[src/rtl/freq_meter.sv]
// Rising-edge frequency meter: counts qualified edges of an asynchronous input
// over a GATE_CYCLES-long window and publishes the count with a valid strobe.
module freq_meter #(
  parameter int unsigned GATE_CYCLES = 100000000,
  parameter int unsigned CNT_W       = 27
) (
  input  logic             clk,
  input  logic             rst,
  input  logic             en,
  input  logic             sig_in,
  output logic [CNT_W-1:0] freq,
  output logic             freq_valid,
  output logic             overflow,
  output logic             busy
);

  localparam int unsigned GW = (GATE_CYCLES > 2) ? $clog2(GATE_CYCLES) : 1;
  localparam logic [GW-1:0] GATE_LAST = GW'(GATE_CYCLES - 1);

  typedef enum logic [1:0] {IDLE, ARM, MEASURE, REPORT} state_e;

  state_e           state_q;
  logic             s1_q, s2_q, s3_q;
  logic [1:0]       prime_q;
  logic [GW-1:0]    gate_q;
  logic [CNT_W-1:0] edge_q, edge_d;
  logic             ovf_q, ovf_d;
  logic [CNT_W-1:0] freq_q;
  logic             overflow_q, valid_q, busy_q;
  logic             rise;

  // Edges are only trusted once the synchronizer and history flop hold real samples.
  assign rise = s2_q & ~s3_q & (prime_q == 2'd3);

  always_comb begin
    edge_d = edge_q;
    ovf_d  = ovf_q;
    if (rise) begin
      if (&edge_q) ovf_d  = 1'b1;
      else         edge_d = edge_q + 1'b1;
    end
  end

  always_ff @(posedge clk) begin
    if (!rst) begin
      state_q    <= IDLE;
      s1_q       <= 1'b0;
      s2_q       <= 1'b0;
      s3_q       <= 1'b0;
      prime_q    <= '0;
      gate_q     <= '0;
      edge_q     <= '0;
      ovf_q      <= 1'b0;
      freq_q     <= '0;
      overflow_q <= 1'b0;
      valid_q    <= 1'b0;
      busy_q     <= 1'b0;
    end else begin
      s1_q    <= sig_in;
      s2_q    <= s1_q;
      s3_q    <= s2_q;
      if (prime_q != 2'd3) prime_q <= prime_q + 2'd1;
      valid_q <= 1'b0;
      case (state_q)
        IDLE: begin
          gate_q <= '0;
          edge_q <= '0;
          ovf_q  <= 1'b0;
          if (en) begin
            state_q <= ARM;
            busy_q  <= 1'b1;
          end
        end
        ARM: begin
          gate_q  <= '0;
          edge_q  <= '0;
          ovf_q   <= 1'b0;
          state_q <= MEASURE;
        end
        MEASURE: begin
          if (!en) begin
            state_q <= IDLE;
            busy_q  <= 1'b0;
          end else if (gate_q == GATE_LAST) begin
            // Publish the next-state count so an edge on the last cycle is included.
            freq_q     <= edge_d;
            overflow_q <= ovf_d;
            valid_q    <= 1'b1;
            state_q    <= REPORT;
          end else begin
            gate_q <= gate_q + 1'b1;
            edge_q <= edge_d;
            ovf_q  <= ovf_d;
          end
        end
        REPORT: begin
          gate_q <= '0;
          edge_q <= '0;
          ovf_q  <= 1'b0;
          if (en) begin
            state_q <= MEASURE;
          end else begin
            state_q <= IDLE;
            busy_q  <= 1'b0;
          end
        end
        default: begin
          state_q <= IDLE;
          busy_q  <= 1'b0;
        end
      endcase
    end
  end

  assign freq       = freq_q;
  assign freq_valid = valid_q;
  assign overflow   = overflow_q;
  assign busy       = busy_q;

endmodule

[config.mk]
export PLATFORM = sky130hd
export DESIGN_NAME = freq_meter
export DESIGN_NICKNAME = d
export VERILOG_FILES = /design/src/rtl/freq_meter.sv
export SDC_FILE = /design/constraint.sdc
export NUM_CORES = 1
export LEC_CHECK = 0
export ABC_AREA = 1
export BUFFER_PORTS_ARGS = -buffer_cell sky130_fd_sc_hd__buf_2
export CORE_MARGIN = 8
export CORE_UTILIZATION = 50
export DETAILED_ROUTE_END_ITERATION = 7
export PLACE_DENSITY = 0.77
export SLEW_MARGIN = 20
export SYNTH_ARGS = -nofsm -noshare
export SYNTH_HDL_FRONTEND = slang
export SYNTH_SLANG_ARGS = --single-unit
[constraint.sdc]
create_clock -name clk -period 2.07 [get_ports clk]
set_input_delay 0.207 -clock clk [delete_from_list [all_inputs] [get_ports clk]]
set_output_delay 0.207 -clock clk [all_outputs]
set_load 0.02 [all_outputs]
# --- Yosys cells after proc, flatten, opt, wreduce, memory -nomap -nowiden ---
# Cells that the tools add are included.
# W data, S select, Z words.
word_totals:
  regBits: 92
  output_inout_bits: 30
  wordCells: 61
op_classes:
  mux: 22
  bitwise_logic: 3
  n_addsub: 3
  n_eq_ne: 11
  reduce_logical: 10
ops:
  columns: ["cell", "count"]
  rows:
  - ["$mux W27", 6]
  - ["$pmux W27 S2", 2]
  - ["$add A27 B1 Y27 const B", 2]
  - ["$eq A27 B27 Y1 const B", 1]
  - ["$reduce_and A27 Y1", 1]
  - ["$ne A2 B2 Y1 const B", 5]
  - ["$reduce_and A3 Y1", 3]
  - ["$mux W2", 4]
  - ["$pmux W2 S4", 1]
  - ["$mux W1", 7]
  - ["$eq A2 B2 Y1 const B", 3]
  - ["$pmux W1 S2", 2]
  - ["$reduce_and A2 Y1", 2]
  - ["$ne A3 B3 Y1 const B", 1]
  - ["$reduce_or A3 Y1", 1]
  - ["$add A2 B1 Y2 const B", 1]
  - ["$and A1 B1 Y1", 2]
  - ["$eq A2 B1 Y1 const B", 1]
  - ["$logic_not A2 Y1", 1]
  - ["$reduce_bool A2 Y1", 1]
  - ["$reduce_or A2 Y1", 1]
  - ["$not A1 Y1", 1]

# --- Logic depth before layout (Yosys ltp) ---
# Gate-level depths: netlist (run 1).
depth:
  depth_word: 7
  mapped_depth: 13
  mapped_depth_nobuf: 13

# --- Worst setup path before layout (run 1) ---
# Ideal clock, no wire load.
synth_path:
  path_type: "register -> register"
  from: "register gate_q[0]"
  to: "register gate_q[23]"
  path_buffers: 2
  required_time_ns: 2.001
  arrival_time_ns: 1.648
  path_stages_with_launch: 14
  path_slack_ns: 0.354
  path_cell_list: "dfxtp_1 -> ha_1 -> nand2_1 -> inv_1 -> nand3_4 -> nor2_4 -> nand2_1 -> nor2_2 -> nor2_4 -> nor2_8 -> buf_6 -> buf_6 -> nand2_1 -> a21oi_2"
synth_between:
  elab_chain_len: 4
  word_cells_on_any_way: 7
synth_rtl:
  columns: ["element", "line", "rtl"]
  rows:
  - ["start, declared", "25", "logic [GW-1:0] gate_q;"]
  - ["start signal, assigned", "91", "gate_q <= gate_q + 1'b1;"]
  - ["$add A27 B1 Y27", "91", null]
  - ["$mux W27", "84", "end else if (gate_q == GATE_LAST) begin"]
  - ["$mux W27", "81", "if (!en) begin"]
  - ["$pmux W27 S2", "64", "case (state_q)"]
# Parallel ways exist; a longest one is shown, timed or not. The select of a mux whose other input is x is not followed.
# A chain may end at the register's enable or synchronous reset.

# --- Worst setup path in the final report (run 1) ---
layout_path:
  from: "register gate_q[0]"
  to: "register edge_q[8]"
layout_between:
  elab_chain_len: 3
layout_rtl:
  columns: ["element", "line", "rtl"]
  rows:
  - ["$eq A27 B27 Y1", "84", null]
  - ["$ne A2 B2 Y1 (no line)", null, null]
  - ["$reduce_and A2 Y1 (no line)", null, null]
  - ["end signal, assigned", "92", "edge_q <= edge_d;"]
  - ["end, declared", "26", "logic [CNT_W-1:0] edge_q, edge_d;"]
# No other way between the ends.

==> results.tsv, run 1 <==
metric	value	unit
hold crit path type	input pin to flop	
fin crit share	94.32	%
Max stage delay on crit path	0.36	ns
Worst setup SP type	flop	
clk slew on worst S/H paths	0.10	ns
Initial Utilization	51.61	%
Final Power	3.116	mW
most frequent cells after synthesis	254 x nand2_1, 114 x inv_1, 102 x nor2_1	
Total Routing Usage GR	19.67	%
synthesized instance count	860	
max-cap violation count	0	
die area	0.01421	mm²
final hold vios	0	
total congestion overflow	0	
syn nets	867	
largest net degree at the start of global routing	57	
Clk Latency, worst-skew pair	0.38	ns
critical path fanouts, max	6	
CP cell instances	ha_4, nand2_1, inv_2, nand3_4, nor2_4, nand2_2, nor2_4, nor2_4, buf_6, nor2_8, clkbuf_16, nand2_1, a21oi_1	
pre-CTS setup slack	0.01382	ns
worst reg2reg setup slack	0.12	ns
vias in the first global route	4874	
syn_area_per_cell	6.195	µm²
Sink Count	92	
Avg WL per Cell	13.44	µm
CP max-delay cell	dfxtp_2	
worst setup path category	flop to flop	
Worst Setup End Kind	flop	
Unique masters post-synth	37	
IO Port Bufs	33	
Num CTS Buffers	9	
maximum vdd drop	0.3005	mV
synthesis-to-layout area growth	16.53	%
Power Density	502.0	mW/mm²
initial DRC count	443	
fraction of registers with async set/reset	0	%
via count	5520	
FILL cells	995	
CORE AREA	0.01032	mm²
post-DP HPWL	10.20	mm
# IOs	34	
CTS H-tree lvls	3	
Worst Path Required	2.37	ns
critical path arrival	2.26	ns
CTS tree	built	
drt first pass iters	5	
Post-synth EDFFs	0	
critical path's top delay family	simple AND/OR/NAND/NOR gates	
Worst path most repeated cell	nor2_4	
fin cells	1065	
sequential-to-total area share from yosys stat	34.57	%
DP Cell Count	1035	
Yosys warning count	0	
actual slew at the worst max-slew pin	0.6486	ns
Max Slew Vio Count	0	
Row Count	37	
top cells by area, synth	dfxtp_1 35%, nand2_1 18%, inv_1 8.0%	
final setup violation count	0	
layout cells sized above 1	16.04	%
# DRC	0	
post-route ant nets	0	
final setup margin	0.1176	ns
Seq cells post-synth	92	
final WL	14.31	mm
GPL Wtd Cong	0.9668	
Netlist Area Pre-Place	0.005328	mm²
predominant post-synthesis flop cell	dfxtp_1	
most frequent cell after synthesis	nand2_1	
skew final	0.01316	ns
clk root buf	clkbuf_8	
Synth area leader	dfxtp_1	
slew margin rel.	56.76	%
Nets	931	
crit path time final	1.952	ns
antenna violations before repair	0	
Clock Path Buffers	2	
Leak	2.573	nW
global-route wire length before repair	23.35	mm
FMAX	0.5122	GHz
Die X	119.2	µm
post-synth top area share	34.57	%
ant diodes	0	
DR vias/cell	5.183	
status	complete, no violations	
CP bufs+invs	3	
Die Ht	119.2	µm
## timing repair
action,4_1_cts,5_1_grt
setup endpoints to repair,1,57
hold buffers,1,0
gates cloned,0,3
gates resized for setup,1,25
pin swaps,0,10
setup buffers,0,10
hold endpoints to repair,1,0
## worst paths after layout
check | cells past startpoint | from | end
worst min register to register | 2 | s1_q | s2_q
worst min-delay path | 3 | en | busy
worst max register to register | 13 | gate_q[0] | edge_q[8]
worst max-delay path | 13 | gate_q[0] | edge_q[8]
## state kept, by name (all words and copies together), names as in the netlist
name / cells
s3_q: 1
gate_q: 27
edge_q: 27
state_q: 2
ovf_q: 1
s2_q: 1
busy: 1
freq_valid: 1
freq: 27
s1_q: 1
prime_q: 2
overflow: 1
## cell usage in the layout, fill, tap and decap left out, types with 4 or more instances in the layout
| cell | count |
|---|---|
| nor2_2 | 9 |
| a21oi_2 | 7 |
| dfxtp_1 | 86 |
| nor3_1 | 12 |
| o21ai_1 | 16 |
| nor2_1 | 95 |
| inv_2 | 11 |
| nand4_1 | 29 |
| buf_6 | 4 |
| buf_2 | 33 |
| o21ai_0 | 22 |
| xor2_1 | 7 |
| dfxtp_2 | 6 |
| inv_1 | 112 |
| nand3b_1 | 4 |
| buf_4 | 42 |
| nand2_1 | 253 |
| a21oi_1 | 62 |
| nor2_4 | 6 |
| o21a_1 | 4 |
| clkbuf_8 | 10 |
| nand3_1 | 64 |
## metrics by stage
stage	TNS (ns)	utilization (%)	hold slack [ns]	area (µm²)
after global routing	-0.01084	60.14	0.1176	6208
after floorplan	0	-	0.3046	5328
after detailed placement	0	56.25	0.3928	5807
after CTS	0	58.11	0.07827	6000
after global placement	0	56.25	0.3891	5807
final	0	60.14	0.08254	6208
## worst min-delay path: cells and delay by family
family | cells | cell delay [ns]
compound gates | 1 | 0.06
simple gates | 1 | 0.07
buf+inv | 1 | 0.09
## cells by family after synthesis
group	share of synthesized area [%]
simple gates	39.53
fa+ha+maj	0.7046
xor+xnor	1.315
compound gates	12.14
flops	34.57
buf+inv	11.74
## final cells by class
type | count | area, µm² | share of cell area (%)
Sequential cell | 92 | 1849 | 29.79
Inverter | 123 | 461.7 | 7.437
Clock inverter | 4 | 32.53 | 0.5240
Multi-Input combinational cell | 614 | 2924 | 47.10
Clock buffer | 12 | 145.1 | 2.338
Timing Repair Buffer | 84 | 625.6 | 10.08
Tap cell | 136 | 170.2 | 2.741
## where the power goes
part	switching [mW]	leakage (nW)	total [mW]	internal, mW
Combinational	0.107	1.74	0.166	0.0588
Clock	0.680	0.0832	1.16	0.478
Sequential	0.00951	0.745	1.79	1.78
Total	0.796	2.57	3.12	2.32
## metal layers
layer  track usage [%]  vias to the layer above  routed length, µm
li1                  -                     2852                  -
met1             27.16                     2450               6815
met2             29.86                      195               6214
met3             3.212                       23               1016
met4             7.826                        0                263
met5                 0                        -                  0
(Power assumes the default switching activity.)
==> run 2: changes to the inputs <==
--- a/config.mk
+++ b/config.mk
@@ -6,11 +6,11 @@
 export NUM_CORES = 1
 export LEC_CHECK = 0
 export ABC_AREA = 1
-export BUFFER_PORTS_ARGS = -buffer_cell sky130_fd_sc_hd__buf_2
 export CORE_MARGIN = 8
 export CORE_UTILIZATION = 50
 export DETAILED_ROUTE_END_ITERATION = 7
-export PLACE_DENSITY = 0.77
+export DONT_BUFFER_PORTS = 1
+export PLACE_DENSITY = 0.74
 export SLEW_MARGIN = 20
 export SYNTH_ARGS = -nofsm -noshare
 export SYNTH_HDL_FRONTEND = slang
==> results.tsv, run 2 (synthesis gave the netlist of run 1 again) <==
metric	value	unit	change
Nets	894		-4.0%
DR vias/cell	5.163		-0.38%
most common cell after layout, fill and taps aside	nand2_1		
GPL Wtd Cong	0.9807		+1.4%
multi-input logic area	0.002904	mm²	-0.68%
fin crit share	94.33	%	about the same
layout cells sized above 1	11.66	%	-4.4 points
crit path time final	1.953	ns	+0.0001670 ns
CORE AREA	0.01032	mm²	unchanged
largest net degree at the start of global routing	57		unchanged
ant diodes	0		unchanged
Leak	2.342	nW	-9.0%
Row Count	37		unchanged
initial DRC count	494		+12%
Initial Utilization	51.61	%	unchanged
worst setup path category	flop to flop		
reg-to-reg critical path startpoint	gate_q[0]		
leading cell types in the layout, fill and taps excluded	254 x nand2_1, 113 x inv_1, 94 x nor2_1		
CTS tree	built		
Sink Count	92		unchanged
post-route ant nets	0		unchanged
skew final	0.008789	ns	-0.004374 ns
Worst Path Required	2.39	ns	+0.02 ns
antenna violations before repair	0		unchanged
CTS H-tree lvls	3		unchanged
vias in the first global route	4778		-2.0%
actual slew at the worst max-slew pin	0.5771	ns	-0.07149 ns
met3 wire length	938	µm	-7.7%
post-DP HPWL	9.916	mm	-2.8%
via count	5308		-3.8%
FMAX	0.5121	GHz	about the same
clk root buf	clkbuf_8		
WL met2	5.855	mm	-5.8%
worst reg2reg setup slack	0.12	ns	about the same
DRT met1 WL	6.635	mm	-2.6%
total congestion overflow	0		unchanged
max-cap violation count	0		unchanged
hold crit path type	input pin to flop		
Power Density	510.6	mW/mm²	+1.7%
final WL	13.73	mm	-4.1%
Avg WL per Cell	13.35	µm	-0.63%
drt first pass iters	5		unchanged
critical path fanouts, max	11		+5
slew margin rel.	61.40	%	+4.6 points
max layer used	met4		
Die Ht	119.2	µm	unchanged
# DRC	0		unchanged
Die X	119.2	µm	unchanged
clk slew on worst S/H paths	0.09	ns	about the same
origin of the worst setup path	gate_q[0]		
Final Util	58.04	%	-2.1 points
critical path arrival	2.27	ns	about the same
final setup violation count	0		unchanged
Worst setup SP type	flop		
Register Area	0.001846	mm²	-0.20%
fin cells	1028		-3.5%
global-route wire length before repair	23.11	mm	-1.0%
synthesis-to-layout area growth	12.47	%	
reg2reg path depth	13		unchanged
IO Port Bufs	0		-100%
die area	0.01421	mm²	unchanged
Setup crit end	edge_q[0]		
setup TNS	0	ns	unchanged
Worst Setup End Kind	flop		
status	complete, no violations		
Num CTS Buffers	9		unchanged
Total Routing Usage GR	19.63	%	-0.038 points
FILL cells	1028		+3.3%
Reg2Reg Capture Point	edge_q[0]		
Clock Path Buffers	2		unchanged
Clk Latency, worst-skew pair	0.39	ns	about the same
Max Slew Vio Count	0		unchanged
# IOs	34		unchanged
maximum vdd drop	0.5012	mV	+67%
final hold vios	0		unchanged
DP Cell Count	998		-3.6%
==> run 2: critical path: stages (launching register included) <==
cell	delay (ns)
dfxtp_1	0.35
ha_2	0.19
nand2_1	0.05
inv_1	0.10
nand3_4	0.09
nor2_4	0.10
nand2_1	0.07
nor2_2	0.13
nor2_4	0.07
buf_4	0.17
nor2_8	0.20
clkbuf_16	0.20
nand2_1	0.05
a21oi_1	0.13
==> run 2: routing by layer <==
metal  up-vias  GRT usage [%]
met5         -              0
met2       140          29.65
met3        20          4.251
met4         0          7.352
met1      2362          26.77
li1       2786              -
==> run 2: worst min-delay path by stage <==
stage,from,to,slack [ns],depth (start not counted)
2_1_floorplan,sig_in,s1_q,0.30,2
3_3_place_gp,sig_in,s1_q,0.31,2
3_5_place_dp,sig_in,s1_q,0.31,2
4_1_cts,rst,freq[19],0.0004,3
5_1_grt,rst,freq[17],0.02,3
6_report,rst,freq[19],0.01,3
==> run 2: final cells by class <==
| type | instances | area share (%) |
|---|---|---|
| inverters | 123 | 7.705 |
| well taps | 136 | 2.840 |
| multi-input cells | 614 | 48.47 |
| flip-flops and latches | 92 | 30.80 |
| clock inverters | 7 | 0.8770 |
| clock buffers | 9 | 2.067 |
| repair buffers | 47 | 7.246 |
==> run 2: power by group <==
part           total (mW)  internal (mW)  switching [mW]
Sequential           1.79           1.78          0.0124
Combinational       0.152         0.0540          0.0978
Clock                1.11          0.441           0.671
Total                3.06           2.28           0.782
==> run 2: repair_timing <==
action / CTS / global route
hold buffers: 4 / 0
gates resized for setup: 0 / 16
hold endpoints to repair: 16 / 0
setup endpoints to repair: 0 / 50
buffers inserted: 0 / 9
==> run 2: stage by stage <==
stage          hold WS, ns  cell area (µm²)  power, mW  setup WS [ns]
5_1_grt            0.02367             5992      3.193      -0.007660
6_report           0.01244             5992      3.059         0.1174
4_1_cts          0.0004098             5853      3.080        0.07450
3_5_place_dp        0.3094             5637      1.964        0.08994
2_1_floorplan       0.3046             5328      1.926         0.3537
3_3_place_gp        0.3064             5637      1.960        0.08588
